## config.mk

```make
export PLATFORM = sky130hd
export DESIGN_NAME = uart_rx_core_flat
export DESIGN_NICKNAME = d
export VERILOG_FILES = /design/src/rtl/uart_rx_core_if.sv /design/src/rtl/uart_rx_core.sv /design/src/flat_wrapper.sv
export SDC_FILE = /design/constraint.sdc
export NUM_CORES = 1
export LEC_CHECK = 0
export CAP_MARGIN = 20
export CELL_PAD_IN_SITES_DETAIL_PLACEMENT = 1
export CELL_PAD_IN_SITES_GLOBAL_PLACEMENT = 2
export CORE_ASPECT_RATIO = 1.4
export CORE_MARGIN = 5
export CORE_UTILIZATION = 34
export CTS_CLUSTER_SIZE = 24
export DETAILED_ROUTE_END_ITERATION = 16
export PLACE_DENSITY_LB_ADDON = 0.1
export SYNTH_ARGS = -nofsm -noshare
export SYNTH_HDL_FRONTEND = slang
export SYNTH_SLANG_ARGS = --single-unit
```

## constraint.sdc

```tcl
create_clock -name clk -period 2.8 [get_ports clk]
set_clock_uncertainty 0.05 [all_clocks]
set_input_delay 0.56 -clock clk [delete_from_list [all_inputs] [get_ports clk]]
set_output_delay 0.56 -clock clk [all_outputs]
set_load 0.02 [all_outputs]
```

## src/rtl/uart_rx_core_if.sv

```systemverilog
`default_nettype none
// ============================================================================
// uart_rx_core_if : host/line-side signal bundle of the UART receive core
// Rev 1.0
// ============================================================================
interface uart_rx_core_if #(
  parameter int DBIT   = 8,
  parameter int DVSR_W = 11
);
  logic [DVSR_W-1:0] dvsr;
  logic              rx;
  logic [DBIT-1:0]   dout;
  logic              rx_done_tick;
  logic              frame_err;
  logic              busy;

  modport master (
    output dvsr, rx,
    input  dout, rx_done_tick, frame_err, busy
  );

  modport slave (
    input  dvsr, rx,
    output dout, rx_done_tick, frame_err, busy
  );
endinterface
`default_nettype wire

```

## src/rtl/uart_rx_core.sv

```systemverilog
`default_nettype none
// ============================================================================
// uart_rx_core : 16x-oversampled UART deframer with its own baud tick
// Rev 1.0
// ============================================================================
module uart_rx_core #(
  parameter int DBIT    = 8,
  parameter int SB_TICK = 16,
  parameter int DVSR_W  = 11
) (
  input  logic          clk,
  input  logic          rst,
  uart_rx_core_if.slave bus
);
  localparam int C_S_W = (SB_TICK > 16) ? $clog2(SB_TICK) : 4;
  localparam int C_N_W = (DBIT > 1) ? $clog2(DBIT) : 1;
  localparam logic [C_S_W-1:0] C_S_MID  = C_S_W'(7);
  localparam logic [C_S_W-1:0] C_S_BIT  = C_S_W'(15);
  localparam logic [C_S_W-1:0] C_S_STOP = C_S_W'(SB_TICK - 1);
  localparam logic [C_N_W-1:0] C_N_LAST = C_N_W'(DBIT - 1);

  typedef enum logic [1:0] {
    IDLE  = 2'd0,
    START = 2'd1,
    DATA  = 2'd2,
    STOP  = 2'd3
  } state_t;

  logic [1:0]        r_sync;
  logic [DVSR_W-1:0] r_cnt;
  state_t            r_state;
  logic [C_S_W-1:0]  r_s;
  logic [C_N_W-1:0]  r_n;
  logic [DBIT-1:0]   r_shreg;
  logic [DBIT-1:0]   r_dout;
  logic              r_done;
  logic              r_ferr;
  logic              r_busy;
  logic              w_rx_s;
  logic              w_tick;

  assign w_rx_s = r_sync[1];
  // >= rather than == so a divisor lowered below the running count still fires
  assign w_tick = (r_cnt >= bus.dvsr);

  always_ff @(posedge clk) begin
    if (!rst) begin
      r_sync <= 2'b11;
      r_cnt  <= '0;
    end else begin
      r_sync <= {r_sync[0], bus.rx};
      r_cnt  <= w_tick ? '0 : r_cnt + DVSR_W'(1);
    end
  end

  always_ff @(posedge clk) begin
    if (!rst) begin
      r_state <= IDLE;
      r_s     <= '0;
      r_n     <= '0;
      r_shreg <= '0;
      r_dout  <= '0;
      r_done  <= 1'b0;
      r_ferr  <= 1'b0;
      r_busy  <= 1'b0;
    end else begin
      r_done <= 1'b0;
      case (r_state)
        IDLE: begin
          if (!w_rx_s) begin
            r_state <= START;
            r_s     <= '0;
            r_busy  <= 1'b1;
          end
        end
        START: begin
          if (w_tick) begin
            if (r_s == C_S_MID) begin
              if (!w_rx_s) begin
                r_state <= DATA;
                r_s     <= '0;
                r_n     <= '0;
              end else begin
                r_state <= IDLE;
                r_busy  <= 1'b0;
              end
            end else begin
              r_s <= r_s + C_S_W'(1);
            end
          end
        end
        DATA: begin
          if (w_tick) begin
            if (r_s == C_S_BIT) begin
              r_s     <= '0;
              r_shreg <= {w_rx_s, r_shreg[DBIT-1:1]};
              if (r_n == C_N_LAST) begin
                r_state <= STOP;
              end else begin
                r_n <= r_n + C_N_W'(1);
              end
            end else begin
              r_s <= r_s + C_S_W'(1);
            end
          end
        end
        STOP: begin
          if (w_tick) begin
            if (r_s == C_S_STOP) begin
              r_dout  <= r_shreg;
              r_ferr  <= ~w_rx_s;
              r_done  <= 1'b1;
              r_state <= IDLE;
              r_busy  <= 1'b0;
            end else begin
              r_s <= r_s + C_S_W'(1);
            end
          end
        end
      endcase
    end
  end

  assign bus.dout         = r_dout;
  assign bus.rx_done_tick = r_done;
  assign bus.frame_err    = r_ferr;
  assign bus.busy         = r_busy;
endmodule
`default_nettype wire

```

## src/flat_wrapper.sv

```systemverilog
// flat-port wrapper written by rule: the top's interface ports become plain ports
module uart_rx_core_flat 
#(
  parameter int DBIT    = 8,
  parameter int SB_TICK = 16,
  parameter int DVSR_W  = 11
)
  (clk, rst, bus_dvsr, bus_rx, bus_dout, bus_rx_done_tick, bus_frame_err, bus_busy);
  uart_rx_core_if #(.DBIT(DBIT), .DVSR_W(DVSR_W)) bus_i ();
  input  logic clk;
  input  logic rst;
  input wire logic [$bits(bus_i.dvsr)-1:0] bus_dvsr;
  input wire logic [$bits(bus_i.rx)-1:0] bus_rx;
  output wire logic [$bits(bus_i.dout)-1:0] bus_dout;
  output wire logic [$bits(bus_i.rx_done_tick)-1:0] bus_rx_done_tick;
  output wire logic [$bits(bus_i.frame_err)-1:0] bus_frame_err;
  output wire logic [$bits(bus_i.busy)-1:0] bus_busy;
  assign bus_i.dvsr = bus_dvsr;
  assign bus_i.rx = bus_rx;
  assign bus_dout = bus_i.dout;
  assign bus_rx_done_tick = bus_i.rx_done_tick;
  assign bus_frame_err = bus_i.frame_err;
  assign bus_busy = bus_i.busy;
  uart_rx_core #(.DBIT(DBIT), .SB_TICK(SB_TICK), .DVSR_W(DVSR_W)) u_core (.clk(clk), .rst(rst), .bus(bus_i));
endmodule
```

==> impl_metrics.ini <==
[clock_tree]
path_clk_slew_ns = 0.08
clk_latency_ns = 0.30
clock_sinks = 41
post_cts_buffers = 0
ctsHoldBuffers = 0
cts.repair.resized = 0
numCtsBuffers = 5
clockBufferDepth = 2
cts_tree = yes
htreeDepth = 2
cts-root-buf = clkbuf_8

[logic_synthesis]
synth_edf_count = 0
synthTopCellsByArea = dfxtp_1 (39%), mux2i_1 (9.4%), ha_1 (8.8%)
synth_seq_cells = 41
yosysSeqAreaShare = 0.386
syn_nets = 265
post_synth_num_cell_types = 45
yosys.area.top_type = dfxtp_1
ys.flop_type = dfxtp_1
avgSynthCellArea_um2 = 9.02
yosys_warnings = 0
syn_inst = 236
synth_commonest_cells = dfxtp_1 (41), nand2_1 (34), mux2i_1 (20), nor2_1 (20), ha_1 (15)
synth_top_area_share = 0.386
async_flop_share = 0
synth_area_um2 = 2130
synth.most_common_cell = dfxtp_1

[die]
start_util = 0.345
dieArea_um2 = 7960
core_um2 = 6170
fp.dieH_um = 104
core.rowCount = 34
io_pins = 25
die_w_um = 76.9

[status]
status = complete, no violations

[power_and_ir_drop]
p_leak_uw = 0.00105
peakVddDrop_mv = 0.244
finalPower_uw = 1070
p_per_area_nw_per_um2 = 414

[timing]
worstMarginPinSlew_ns = 0.495
hold_viol = 0
fmax_ghz = 0.402
fin_crit_ns = 2.49
post-route-period-util = 0.888
worst_slack_ns = 0.314
relSlewSlack = 0.670
rsz0062_at_grt = no
setup_viol = 0
drv_slew = 0

[setup_path]
critPathTopFamily = compound AO/OA/AOI/OAI gates
critPathBufInv = 3
critPathMaxFanout = 10
path_cells = clkdlybuf4s50_1 -> inv_1 -> ha_1 -> a211oi_2 -> o21ai_2 -> a221oi_4 -> buf_4 -> nand3_2 -> nor2_1
crit_path_top_delay_cell = clkdlybuf4s50_1
crit_path_end_kind = flop
path_class = in -> reg
critPathMaxStageDelay_ns = 0.45
cp-startpoint = bus_dvsr[6]
cp_data_arrival_time_ns = 2.67
rrSetupSlack_ns = 0.64
crit_path_start_kind = primary input
worstReg2RegStart = u_core.r_cnt[6]
cp_data_required_time_ns = 2.98

[hold_path]
worstHoldStart = u_core.r_sync[0]
hp-class = reg -> reg

[place]
post-dp-hpwl_um = 3610
port_buffers = 24
place.gp.congestion = 0.733
dp_worst_setup_slack_ns = -0.0428

[finish]
diodes = 0
fillerInstances = 721
area_delta_synth_final_pct = 21.0
fin_nets = 293
fin_util = 0.417
drive_above_1_share = 0.109

[global_routing]
grt_overflow = 0
grt_pass1_vias = 1815
antenna_found_initial = 0
track_usage = 0.126
grt_pass1_wl_um = 8380
grt_max_degree = 31

[detailed_routing]
ant_nets = 0
wire_per_inst_um = 14.0
drtIter0Drc = 35
dr.pass1.iters = 4
drc = 0
drt-met1-wl_um = 1960
wl_um = 4730
route.met2.wl_um = 2460
vias = 1742
via_per_inst = 5.17
met3WireLength_um = 179
top_layer = met4

[job]
cap_violations = 0
## flip-flops by register name (all words and copies together), names as in the netlist, 2 cells and up, named ones only
name and flops:
u_core.r_shreg 8, u_core.r_cnt 11, u_core.r_s 4, u_core.r_n 3
u_core.bus.dout 8, u_core.r_sync 2
## layer usage
metal / track usage / vias to the layer above
met1: 0.135 / 836
met2: 0.225 / 26
met4: 0.0550 / 0
met3: 0.0339 / 11
met5: 0 / -
li1: - / 869
## through the flow
step,hold slack [ns],setup TNS [ns],area [um^2],cells
final,0.365,0,2570,337
after global routing,0.388,0,2570,337
after floorplan,0.336,0,2130,236
after detailed placement,0.348,-0.178,2490,329
after global placement,0.349,0,2490,329
after CTS,0.368,0,2570,337
## power by group
part | internal [uW] | switching [uW]
Combinational | 42.0 | 38.6
Sequential | 589 | 9.20
Clock | 172 | 214
## layout by cell type (no fill, tap or decap), drive strengths merged, types with 3 or more instances in the layout
cell type	synthesis	routed
nor2	20	20
a211oi	3	3
inv	12	12
nand2	34	34
o211ai	7	7
dfxtp	41	41
and3	3	3
a21oi	6	6
buf	3	7
nor2b	3	3
clkdlybuf4s50	0	24
nor3	3	3
mux2i	20	20
or2	3	3
clkbuf	7	5
a21boi	3	3
xnor2	3	3
o21ai	5	5
xor2	6	6
nand3	15	15
ha	15	15
nand2b	3	3
## cell families (layout without fill, tap and decap cells)
family | after synthesis | in the layout | share of synthesized area
xor+xnor | 9 | 9 | 0.0370
flops | 41 | 41 | 0.386
simple gates | 92 | 92 | 0.202
buf+inv | 22 | 51 | 0.0435
compound gates | 36 | 36 | 0.144
fa+ha+maj | 15 | 15 | 0.0882
mux | 21 | 21 | 0.0994
## layout make-up
cell class	instances	area [um^2]	share of cell area
clock buffer	5	68.8	0.0267
clock inverter	3	17.5	0.00680
inverter	12	45.0	0.0175
multi-input combinational	173	1210	0.472
sequential	41	821	0.319
tap	72	90.1	0.0350
timing repair buffer	31	318	0.123
## worst paths after layout
kind / to / cells past startpoint
max: u_core.r_cnt[9] / 9
min: u_core.r_sync[1] / 1
max reg2reg: u_core.r_cnt[9] / 7
min reg2reg: u_core.r_sync[1] / 1
(Power assumes the default switching activity.)
